**config.mk**
```make
export PLATFORM = sky130hd
export DESIGN_NAME = uart_rx_os16
export DESIGN_NICKNAME = d
export VERILOG_FILES = /design/src/rtl/uart_rx_os16.sv
export SDC_FILE = /design/constraint.sdc
export NUM_CORES = 1
export LEC_CHECK = 0
export ABC_AREA = 1
export CORE_MARGIN = 2
export CORE_UTILIZATION = 43
export DETAILED_ROUTE_END_ITERATION = 10
export GPL_TIMING_DRIVEN = 0
export PLACE_DENSITY = 0.69
export SYNTH_ARGS = -nofsm -noshare
export SYNTH_HDL_FRONTEND = slang
export SYNTH_SLANG_ARGS = --single-unit
export TNS_END_PERCENT = 1
```
**constraint.sdc**
```tcl
create_clock -name clk -period 2.2 [get_ports clk]
set_input_delay 0.66 -clock clk [delete_from_list [all_inputs] [get_ports clk]]
set_output_delay 0.66 -clock clk [all_outputs]
set_load 0.1 [all_outputs]
```
**src/rtl/uart_rx_os16.sv**
```systemverilog
// uart_rx_os16: 16x-oversampling UART receiver with a private sample-tick
// divider, a 2-FF synchronizer on rx, 3-sample majority voting per bit,
// optional parity, stop/break detection and a valid/ready output holding
// register with a sticky overrun flag.
module uart_rx_os16 #(
  parameter int sys_clk    = 10000000,
  parameter int baud_rate  = 9600,
  parameter int data_width = 8
) (
  input  logic                  clk,
  input  logic                  rst,
  input  logic                  rx,
  input  logic                  parity_en,
  input  logic                  odd_r_even_parity,
  input  logic                  ready,
  output logic [data_width-1:0] data_out,
  output logic                  valid,
  output logic                  parity_error,
  output logic                  framing_error,
  output logic                  break_detect,
  output logic                  overrun_error,
  output logic                  busy
);

  localparam int DIV = sys_clk / (baud_rate * 16);
  localparam int TW  = (DIV > 1) ? $clog2(DIV) : 1;
  localparam logic [TW-1:0] TMAX = TW'(DIV - 1);
  localparam logic [3:0]    LAST = 4'(data_width - 1);

  generate
    if (DIV < 1) begin : g_div_check
      $error("uart_rx_os16: sys_clk/(baud_rate*16) must be >= 1");
    end
    if (data_width < 5 || data_width > 9) begin : g_width_check
      $error("uart_rx_os16: data_width must be 5..9");
    end
  endgenerate

  typedef enum logic [2:0] {
    S_IDLE, S_START, S_DATA, S_PARITY, S_STOP, S_BRK
  } state_t;

  state_t                state, state_n;
  logic [TW-1:0]         tcnt;
  logic                  os_tick;
  logic                  sync1, rx_s;
  logic [3:0]            idx;
  logic [3:0]            bcnt;
  logic [data_width-1:0] shreg;
  logic                  smp7, smp8;
  logic                  par_err;
  logic                  vote;
  logic                  at_vote, at_end;
  logic                  complete;
  logic                  accept;

  assign os_tick = (tcnt == TMAX);
  assign vote    = (smp7 & smp8) | (smp7 & rx_s) | (smp8 & rx_s);
  assign at_vote = os_tick && (idx == 4'd9);
  assign at_end  = os_tick && (idx == 4'd15);
  assign accept  = valid && ready;
  assign busy    = (state != S_IDLE);

  // Free-running oversample tick divider.
  always_ff @(posedge clk or posedge rst) begin
    if (rst) tcnt <= '0;
    else if (os_tick) tcnt <= '0;
    else tcnt <= tcnt + TW'(1);
  end

  // Two-stage synchronizer for the asynchronous serial line (idle high).
  always_ff @(posedge clk or posedge rst) begin
    if (rst) begin
      sync1 <= 1'b1;
      rx_s  <= 1'b1;
    end else begin
      sync1 <= rx;
      rx_s  <= sync1;
    end
  end

  // FSM state register.
  always_ff @(posedge clk or posedge rst) begin
    if (rst) state <= S_IDLE;
    else state <= state_n;
  end

  // Next-state logic; the stop bit completes the frame at its mid-bit vote
  // so a following start edge is seen without waiting out the bit.
  always_comb begin
    state_n  = state;
    complete = 1'b0;
    case (state)
      S_IDLE:   if (os_tick && !rx_s) state_n = S_START;
      S_START: begin
        if (at_vote && vote) state_n = S_IDLE;
        else if (at_end) state_n = S_DATA;
      end
      S_DATA:   if (at_end && bcnt == LAST) state_n = parity_en ? S_PARITY : S_STOP;
      S_PARITY: if (at_end) state_n = S_STOP;
      S_STOP: begin
        if (at_vote) begin
          complete = 1'b1;
          state_n  = (!vote && shreg == '0) ? S_BRK : S_IDLE;
        end
      end
      S_BRK:    if (os_tick && rx_s) state_n = S_IDLE;
      default:  state_n = S_IDLE;
    endcase
  end

  // Bit-position counter, mid-bit samples, data shift and parity check.
  always_ff @(posedge clk or posedge rst) begin
    if (rst) begin
      idx     <= '0;
      bcnt    <= '0;
      shreg   <= '0;
      smp7    <= 1'b1;
      smp8    <= 1'b1;
      par_err <= 1'b0;
    end else if (os_tick) begin
      idx <= (state == S_IDLE) ? 4'd0 : idx + 4'd1;
      if (idx == 4'd7) smp7 <= rx_s;
      if (idx == 4'd8) smp8 <= rx_s;
      case (state)
        S_IDLE: begin
          bcnt    <= '0;
          par_err <= 1'b0;
        end
        S_DATA: begin
          if (idx == 4'd9)  shreg <= {vote, shreg[data_width-1:1]};
          if (idx == 4'd15) bcnt  <= bcnt + 4'd1;
        end
        S_PARITY: if (idx == 4'd9) par_err <= (vote != (^shreg ^ odd_r_even_parity));
        default: ;
      endcase
    end
  end

  // Output holding register with valid/ready handshake and sticky overrun.
  always_ff @(posedge clk or posedge rst) begin
    if (rst) begin
      data_out      <= '0;
      valid         <= 1'b0;
      parity_error  <= 1'b0;
      framing_error <= 1'b0;
      break_detect  <= 1'b0;
      overrun_error <= 1'b0;
    end else begin
      if (complete && !(valid && !ready)) begin
        valid         <= 1'b1;
        data_out      <= shreg;
        parity_error  <= par_err;
        framing_error <= !vote;
        break_detect  <= !vote && (shreg == '0);
      end else if (accept) begin
        valid <= 1'b0;
      end
      if (accept) overrun_error <= 1'b0;
      else if (complete && valid) overrun_error <= 1'b1;
    end
  end

endmodule

```
* Yosys cells after proc, flatten, opt, wreduce, memory -nomap -nowiden
Cells that the tools add are included.
W data, S select, Z words.
** Word-level totals
- Flip-flop bits (word level) :: 44
- Bits of input ports :: 6
- Output and inout bits :: 14
- Word-level logic and storage cells :: 96
** Operators by class
- Add/sub/neg operators :: 3
- Equal/unequal tests :: 20
- Multiplexer cells :: 22
- Bitwise operators :: 6
- Reduce and logical (&&, ||, !) cells :: 29
** Operator list (count)
- $mux W3 :: 9
- $pmux W3 S6 :: 1
- $ne A2 B2 Y1 const B :: 7
- $eq A4 B4 Y1 const B :: 3
- $logic_and A1 B1 Y1 :: 11
- $reduce_and A3 Y1 :: 3
- $add A4 B1 Y4 const B :: 2
- $eq A4 B3 Y1 const B :: 2
- $logic_not A8 Y1 :: 1
- $mux W4 :: 2
- $pmux W4 S2 :: 1
- $reduce_bool A2 Y1 :: 4
- $reduce_xor A8 Y1 :: 1
- $add A7 B1 Y7 const B :: 1
- $eq A7 B7 Y1 const B :: 1
- $mux W1 :: 7
- $mux W7 :: 1
- $eq A3 B2 Y1 const B :: 2
- $eq A3 B3 Y1 const B :: 2
- $reduce_and A6 Y1 :: 1
- $logic_not A1 Y1 :: 4
- $reduce_and A2 Y1 :: 2
- $and A1 B1 Y1 :: 3
- $eq A3 B1 Y1 const B :: 1
- 7 further kinds :: 8

* Logic depth before layout (Yosys ltp)
Gate-level depths: netlist (run 1).
- Word-level depth :: 8
- Mapped depth :: 11
- Gate-level depth less buffers :: 11

* Worst setup path before layout (run 1)
OpenSTA, ideal clock, no wires.
- Kind :: reg2reg
- From :: register state[0]
- To :: register bcnt[1]
- Setup time :: 0.121 ns
- Arrival time :: 1.664 ns
- Required time :: 2.079 ns
- Slack :: 0.416 ns
- Stages on the path, launching flop included :: 8
- Buffers on the path :: 0
- Period minus slack after synthesis :: 1.784 ns
- Cells stage by stage :: dfrtp_1 inv_1 nand3_2 nand2_1 o21ai_1 nor2_4 inv_1 a22o_1
** On the way
- Cells in the longest elaborated chain, start to end :: 3
- Elaborated cells on any way between the ends :: 6
- Classes of those cells :: 2 x eq/ne; 1 x mux; 3 x reduce/logical
** Ends and longest elaborated chain
- start: declaration :: line 43 : state_t state, state_n;
- start signal: assignment :: line 85 : else state <= state_n;
- $eq A3 B2 Y1 / $logic_not A3 Y1 (equally long branches) :: line 125 : case (state)
- $ne A2 B2 Y1 (no source line) / $reduce_bool A2 Y1 (equally long branches)
- $reduce_and A3 Y1 (no source line)
- end signal: assignment :: line 132 : if (idx == 4'd15) bcnt <= bcnt + 4'd1;
- end: declaration :: line 48 : logic [3:0] bcnt;
Several ways; a longest one is shown, not always the timed one.
A chain may end at the register's enable or synchronous reset.

* Final worst setup path (run 1)
- From :: register break_detect
- To :: output break_detect
** RTL lines
- start: declaration :: line 20 : output logic break_detect,
- start signal: assignment :: line 155 : break_detect <= !vote && (shreg == '0);
No word-level cell between the ends.

==> key figures, run 1 <==
Outcome
  – Status: completed

Placed design
  – Dpl ws: -0.289 ns
  – Placed cell count: approximately 350
  – Area after DPL: about 0.0025 mm²
  – DP HPWL: between 3000 and 4000 µm
  – GPL Wtd Cong: around 0.83
  – Port buffer count: 19

Synthesis
  – Post-Syn Area: 0.00222 mm²
  – Seq/Total Area, Yosys: 0.498
  – Synth Register Bits: 44
  – Synthesized Nets: around 270
  – Netlist cell types: 30
  – Ys Warns: 0
  – Syn avg cell area: about 8.7 µm²
  – Cells after Synth: ~260

Power and ir drop
  – Comb pwr share: 0.021
  – Clock network fraction of total power: 0.458
  – Flop pwr share: 0.521
  – P_sw: roughly 290 µW
  – Power Density: 591 mW/mm²
  – Internal: 1.27 mW
  – Leakage: approximately 1.3 nW
  – Total power: approximately 1.6 mW
  – Sw frac: 0.185
  – Max IR drop VDD: around 0.00035 V

Routing
  – Routed Wire Length: about 4000 µm
  – Final ANT Viol Nets: 0
  – Post-DR wirelength/cell: about 12 µm
  – Drt first pass iters: 4
  – Residual DRC: 0
  – Via count: approximately 1,700
  – Initial DRC Count: between 50 and 60
  – Vias per cell: 4.84

Clocking
  – Clock Root Buffer: clkbuf_8
  – CTS tree: done
  – Clk buf depth: 2
  – Hold_buf cts: 0
  – CTS Buf Count: 5
  – Clock sinks: 44
  – CTS clk-pin slew, worst paths: about 0.090 ns
  – Worst skew pair latency: 0.30 ns
  – H-tree Lvls: 2

Final layout
  – Antenna diodes: 0
  – Fin cells: about 350
  – Post-route cell area: between 0.002 and 0.003 mm²
  – Core Util, Final: 0.524
  – Nets@finish: around 300
  – Share of cells above drive strength 1: 0.117
  – Area Growth Syn to Fin: 18.8%

Global route
  – Congestion Overflow GR: 0
  – Gr usage total: 0.164
  – Number of global-route vias before repair: ~1,700
  – Pin count of the biggest net entering global routing: 28
  – First-pass GRT wire length: a little over 7000 µm
  – Antenna violations before repair: 0

Die
  – Die Width: 75.9 µm
  – I/O Pins: 20
  – Die area: approximately 0.0058 mm²
  – Core area: just over 0.005 mm²
  – Die Height: roughly 76 µm
  – Initial Util: 0.441
  – Row count: 26

Timing
  – TNS Setup: 0 ns
  – Fmax: ~460 MHz
  – Final worst path period share: 0.980
  – Clk_skew: ~0.0098 ns
  – # setup viols final: 0
  – Minimum clock period after layout: about 2.2 ns
  – Count of pins over their slew limit: 0
  – Worst slew margin: 0.361
  – Setup WS post-layout: between 0.04 and 0.05 ns
  – RSZ-0062 raised after global routing: false
  – Final hold vios: 0
  – Worst Max-Slew Pin Slew: 0.962 ns
  – Final hold slack: about 0.36 ns

Critical path
  – CP Buf/Inv Count: 1
  – CP max-delay cell: dlygate4sd2_1
  – CP required: approximately 1.5 ns
  – Worst Setup End Kind: primary output
  – Max incr delay on CP: about 0.85 ns
  – Crit-path cells: dlygate4sd2_1
  – CP top delay family: buffers and inverters
  – Crit Path Max Fanout: 2
  – Path type of the worst setup path: register to primary output
  – Nature of the critical path startpoint: register
  – Crit path DAT: approximately 1.5 ns

Flow run
  – Max Cap Viol: 0

Worst hold path
  – HP Class: register to register
area by class of cell:
class                      count  area (µm²)
clock buffer                   5        68.8
tap                           70        87.6
clock inverter                 2        60.1
buffer                         3        15.0
timing repair buffer          20         201
inverter                      39         149
multi-input combinational    170         952
sequential                    44        1110
fill                         477        2400
layout by cell type, fill, tap and decap left out, drive strengths merged:
| cell type | n |
|---|---|
| a21oi | 4 |
| a22o | 1 |
| a22oi | 1 |
| and3 | 1 |
| buf | 4 |
| bufinv | 2 |
| clkbuf | 7 |
| clkdlybuf4s15 | 10 |
| clkdlybuf4s50 | 5 |
| dfrtp | 40 |
| dfstp | 4 |
| dlygate4sd2 | 2 |
| ha | 10 |
| inv | 39 |
| nand2 | 58 |
| nand3 | 20 |
| nand3b | 2 |
| nand4 | 6 |
| nor2 | 21 |
| nor3 | 5 |
| o21a | 1 |
| o21ai | 28 |
| o31ai | 1 |
| or2 | 1 |
| xnor2 | 4 |
| xor2 | 6 |
logic make-up (layout without fill, tap and decap cells):
family / after synthesis / in the layout / synth area share
AOI/OAI and AO/OA: 36 / 36 / 0.0884
buffers and inverters: 42 / 69 / 0.0738
DFF: 44 / 44 / 0.498
adders and majority gates: 10 / 10 / 0.0563
and+or+nand+nor: 114 / 114 / 0.244
xor gates and xnor gates: 10 / 10 / 0.0394
sequential cells by signal, summed over array words and instances (netlist names), 3 cells and up:
| register | cells |
|---|---|
| bcnt | 4 |
| data_out | 8 |
| state | 3 |
| tcnt | 7 |
| idx | 4 |
| shreg | 8 |
synth_stat cells:
cell type / n / area [µm²]
nand3_1: 18 / 90.1
a22o_1: 1 / 8.76
nand2_4: 1 / 11.3
nand2_2: 1 / 6.26
nor2_4: 2 / 22.5
nor2_1: 16 / 60.1
inv_4: 1 / 6.26
xor2_1: 6 / 52.6
a21oi_1: 4 / 20.0
nand3b_1: 2 / 15.0
nor2_2: 2 / 12.5
nor3_1: 5 / 25.0
nor2_8: 1 / 20.0
ha_1: 10 / 125
o21ai_1: 14 / 70.1
inv_2: 2 / 7.51
a22oi_1: 1 / 7.51
nand2_1: 56 / 210
xnor2_1: 4 / 35.0
or2_2: 1 / 6.26
buf_2: 3 / 15.0
o21ai_0: 14 / 70.1
inv_1: 36 / 135
dfrtp_1: 40 / 1000
o21a_1: 1 / 7.51
dfstp_2: 4 / 105
o31ai_2: 1 / 12.5
nand3_2: 2 / 20.0
nand4_1: 6 / 37.5
and3_1: 1 / 6.26
layer usage:
layer	global-route usage	share of wire
met1	0.195	0.46
met2	0.281	0.49
met3	0.0304	0.035
met4	0.0877	0.016
met5	0	0
worst register-to-register path: stages (launching register included):
cell,delay (ns)
dfrtp_1,0.40
inv_1,0.09
ha_1,0.22
nand2_1,0.10
nor2_2,0.16
nand3_1,0.15
inv_2,0.12
nand3_2,0.10
buf_2,0.23
nand2_1,0.07
o21ai_1,0.06
path summary, 6_finish.rpt:
| check | slack [ns] | depth (start not counted) | from | endpoint |
|---|---|---|---|---|
| max reg2reg | 0.41 | 10 | tcnt[0]$_DFF_PP0_ | data_out[6]$_DFFE_PP0P_ |
| max | 0.04 | 1 | break_detect$_DFFE_PP0P_ | break_detect |
| max in group asynchronous | 0.98 | 3 | rst | smp7$_DFFE_PP1P_ |
| min | 0.36 | 0 | sync1$_DFF_PP1_ | rx_s$_DFF_PP1_ |
| min reg2reg | 0.36 | 0 | sync1$_DFF_PP1_ | rx_s$_DFF_PP1_ |
| min in group asynchronous | 0.66 | 2 | rst | shreg[2]$_DFFE_PP0P_ |
repair_timing:
| item | 4_1_cts | 5_1_grt |
|---|---|---|
| endpoints found under the setup margin | 14 | 10 |
| buffers inserted | 0 | 0 |
| resized for setup | 21 | 11 |
power by group through the flow:
stage               clock network [mW]  registers [mW]  logic (mW)
finish                           0.714           0.813      0.0330
global route                     0.767           0.813      0.0386
CTS                              0.741           0.813      0.0347
detailed placement                   0           0.829      0.0346
global placement                     0           0.829      0.0298
floorplan                            0           0.828      0.0146
Note: power is estimated with default switching activity, not from simulation.
==> run 2: changes to the inputs <==
--- a/config.mk
+++ b/config.mk
@@ -6,11 +6,13 @@
 export NUM_CORES = 1
 export LEC_CHECK = 0
 export ABC_AREA = 1
+export CELL_PAD_IN_SITES_DETAIL_PLACEMENT = 0
+export CELL_PAD_IN_SITES_GLOBAL_PLACEMENT = 1
 export CORE_MARGIN = 2
 export CORE_UTILIZATION = 43
 export DETAILED_ROUTE_END_ITERATION = 10
 export GPL_TIMING_DRIVEN = 0
-export PLACE_DENSITY = 0.69
+export PLACE_DENSITY = 0.85
 export SYNTH_ARGS = -nofsm -noshare
 export SYNTH_HDL_FRONTEND = slang
 export SYNTH_SLANG_ARGS = --single-unit
==> run 2 against run 1 <==
Final cell count grew 0.28%. Wire length shrank 2.0%. Critical path type unchanged. Sequential share of layout area shrank 0.30 points. Largest cell class unchanged.
==> key figures, run 2 (synthesis results as in run 1) <==
Die
  – Core area: 0.00504 mm² (unchanged)
  – Row count: 26 (unchanged)
  – I/O Pins: 20 (unchanged)
  – Initial Util: 0.441 (unchanged)
  – Die Height: 75.9 µm (unchanged)
  – Die Width: 75.9 µm (unchanged)
  – Die area: 0.00576 mm² (unchanged)

Final layout
  – Nets@finish: 299 (unchanged)
  – Share of cells above drive strength 1: 0.123 (+0.00663)
  – Area Growth Syn to Fin: 19.7%
  – Commonest non-fill, non-tap cell in the layout: nand2_1
  – Most frequent cells in the layout: nand2_1 (56), dfrtp_1 (40), inv_1 (35), nand3_1 (18), nor2_1 (16)
  – Top flop regs: data_out x8, shreg x8, tcnt x7
  – Antenna diodes: 0 (unchanged)

Timing
  – # setup viols final: 0 (unchanged)
  – Minimum clock period after layout: 2.16 ns (+0.000225 ns)
  – Fmax: 464 MHz (about the same)
  – Worst Max-Slew Pin Slew: 0.953 ns (-0.00867 ns)
  – Worst slew margin: 0.367 (+0.00576)
  – Setup WS post-layout: 0.0437 ns (-0.000226 ns)
  – Clk_skew: 0.00758 ns (-0.00217 ns)
  – Final worst path period share: 0.980 (about the same)
  – Count of pins over their slew limit: 0 (unchanged)
  – RSZ-0062 raised after global routing: true
  – Final hold vios: 0 (unchanged)

Critical path
  – Critical R2R Capture: data_out[2]$_DFFE_PP0P_
  – Path type of the worst setup path: register to primary output
  – CP required: 1.54 ns (about the same)
  – Worst Setup End Kind: primary output
  – Worst reg2reg startpoint: tcnt[0]$_DFF_PP0_
  – CP max-delay cell: dlygate4sd2_1
  – CP top delay family: buffers and inverters
  – Reg2reg path depth: 10 (unchanged)
  – Crit path DAT: 1.50 ns (about the same)
  – Max incr delay on CP: 0.85 ns (about the same)
  – R2r setup slk: 0.39 ns (-0.02 ns)
  – Nature of the critical path startpoint: register
  – Crit Path Max Fanout: 2 (unchanged)
  – Crit-path cells: dlygate4sd2_1
  – CP Buf/Inv Count: 1 (unchanged)

Power and ir drop
  – Comb pwr share: 0.019 (-0.002)
  – Total power: 1.70 mW (+8.8%)
  – Flop pwr share: 0.479 (-0.042)
  – Leakage: 1.27 nW (+1.2%)
  – Power Density: 638 mW/mm² (+8.0%)
  – Sw frac: 0.179 (-0.00558)
  – P_sw: 304 µW (+5.5%)
  – Internal: 1.39 mW (+9.5%)
  – Max IR drop VDD: 0.000349 V (-0.49%)
  – Clock network fraction of total power: 0.501 (+0.043)

Global route
  – Antenna violations before repair: 0 (unchanged)
  – Pin count of the biggest net entering global routing: 31 (+11%)
  – Number of global-route vias before repair: 1,617 (-6.6%)
  – Congestion Overflow GR: 0 (unchanged)
  – First-pass GRT wire length: 7310 µm (+1.3%)
  – Gr usage total: 0.167 (+0.00281)

Routing
  – Routed Wire Length: 4000 µm (-2.0%)
  – Post-DR wirelength/cell: 11.3 µm (-2.2%)
  – Residual DRC: 0 (unchanged)
  – Initial DRC Count: 77 (+33%)
  – Via count: 1,696 (-0.76%)
  – Vias per cell: 4.79 (-1.0%)
  – Drt first pass iters: 5 (+1)
  – Final ANT Viol Nets: 0 (unchanged)

Clocking
  – H-tree Lvls: 2 (unchanged)
  – Worst skew pair latency: 0.30 ns (about the same)
  – Clock sinks: 44 (unchanged)
  – Post-CTS setup buffers: 0 (unchanged)
  – CTS tree: done
  – Clock Root Buffer: clkbuf_8
  – CTS clk-pin slew, worst paths: 0.09 ns (about the same)
  – CTS Buf Count: 5 (unchanged)
  – Clk buf depth: 2 (unchanged)

Worst hold path
  – HP Class: register to register
  – Min-delay src: sync1$_DFF_PP1_
  – WHS Endpoint: rx_s$_DFF_PP1_
  – Hold depth: 0 (unchanged)

Placed design
  – GPL Wtd Cong: 0.841 (+1.3%)
  – DP HPWL: 3030 µm (+0.53%)
  – Port buffer count: 19 (unchanged)
  – Dpl ws: -0.301 ns (-0.0126 ns)

Flow run
  – Max Cap Viol: 0 (unchanged)

Outcome
  – Status: completed
-- run 2: cell types whose count changed in the layout (fill, tap and decap cells not counted), sizes merged --
cell           delta
clkbuf            +2
clkdlybuf4s15     -2
bufinv            +1
-- run 2: cell type report --
| cell class | instances | area, µm² |
|---|---|---|
| Inverter | 39 | 149 |
| Timing Repair Buffer | 20 | 190 |
| Tap cell | 70 | 87.6 |
| Buffer | 3 | 15.0 |
| Clock buffer | 5 | 68.8 |
| Clock inverter | 3 | 90.1 |
| Fill cell | 486 | 2380 |
| Sequential cell | 44 | 1110 |
| Multi-Input combinational cell | 170 | 952 |
-- run 2: per-stage QoR --
stage	cell area [µm²]	cells	hold slack, ns	utilization	setup TNS [ns]
floorplan	2220	256	0.345	-	0
global placement	2500	345	0.349	0.496	-16.60
detailed placement	2520	346	0.350	0.500	-0.301
CTS	2660	354	0.372	0.527	0
global route	2660	354	0.376	0.527	-0.0126
finish	2660	354	0.373	0.527	0
-- run 2: power by group through the flow --
stage                     combinational [mW]  clock [mW]  sequential [mW]
after floorplan                       0.0146           0            0.828
after global placement                0.0297           0            0.829
after detailed placement              0.0346           0            0.829
after CTS                             0.0345       0.869            0.813
after global routing                  0.0375       0.897            0.814
final                                 0.0327       0.851            0.813
-- run 2: repair_timing --
action                     4_1_cts  5_1_grt
cloned                           0        0
hold buffers                     0        0
gates resized for setup         19       14
setup endpoints to repair       14       12
-- run 2: metal layers --
metal	vias up	global-route usage	share of wire
li1	874	-	-
met1	787	0.230	0.49
met2	29	0.263	0.46
met3	6	0.0278	0.034
met4	0	0.0643	0.018
met5	-	0	0
-- run 2: worst max-delay path by stage --
stage                                  start                   end  slack, ns  cells after the start
floorplan               state[0]$_DFFE_PP0P_   bcnt[1]$_DFFE_PP0P_       0.42                      7
global placement                         rst  state[1]$_DFFE_PP0P_      -0.40                      2
detailed placement      state[1]$_DFFE_PP0P_                  busy      -0.30                      3
CTS                        valid$_DFFE_PP0P_                 valid      0.002                      1
global route         data_out[3]$_DFFE_PP0P_           data_out[3]      -0.01                      1
finish              parity_error$_DFFE_PP0P_          parity_error       0.04                      1
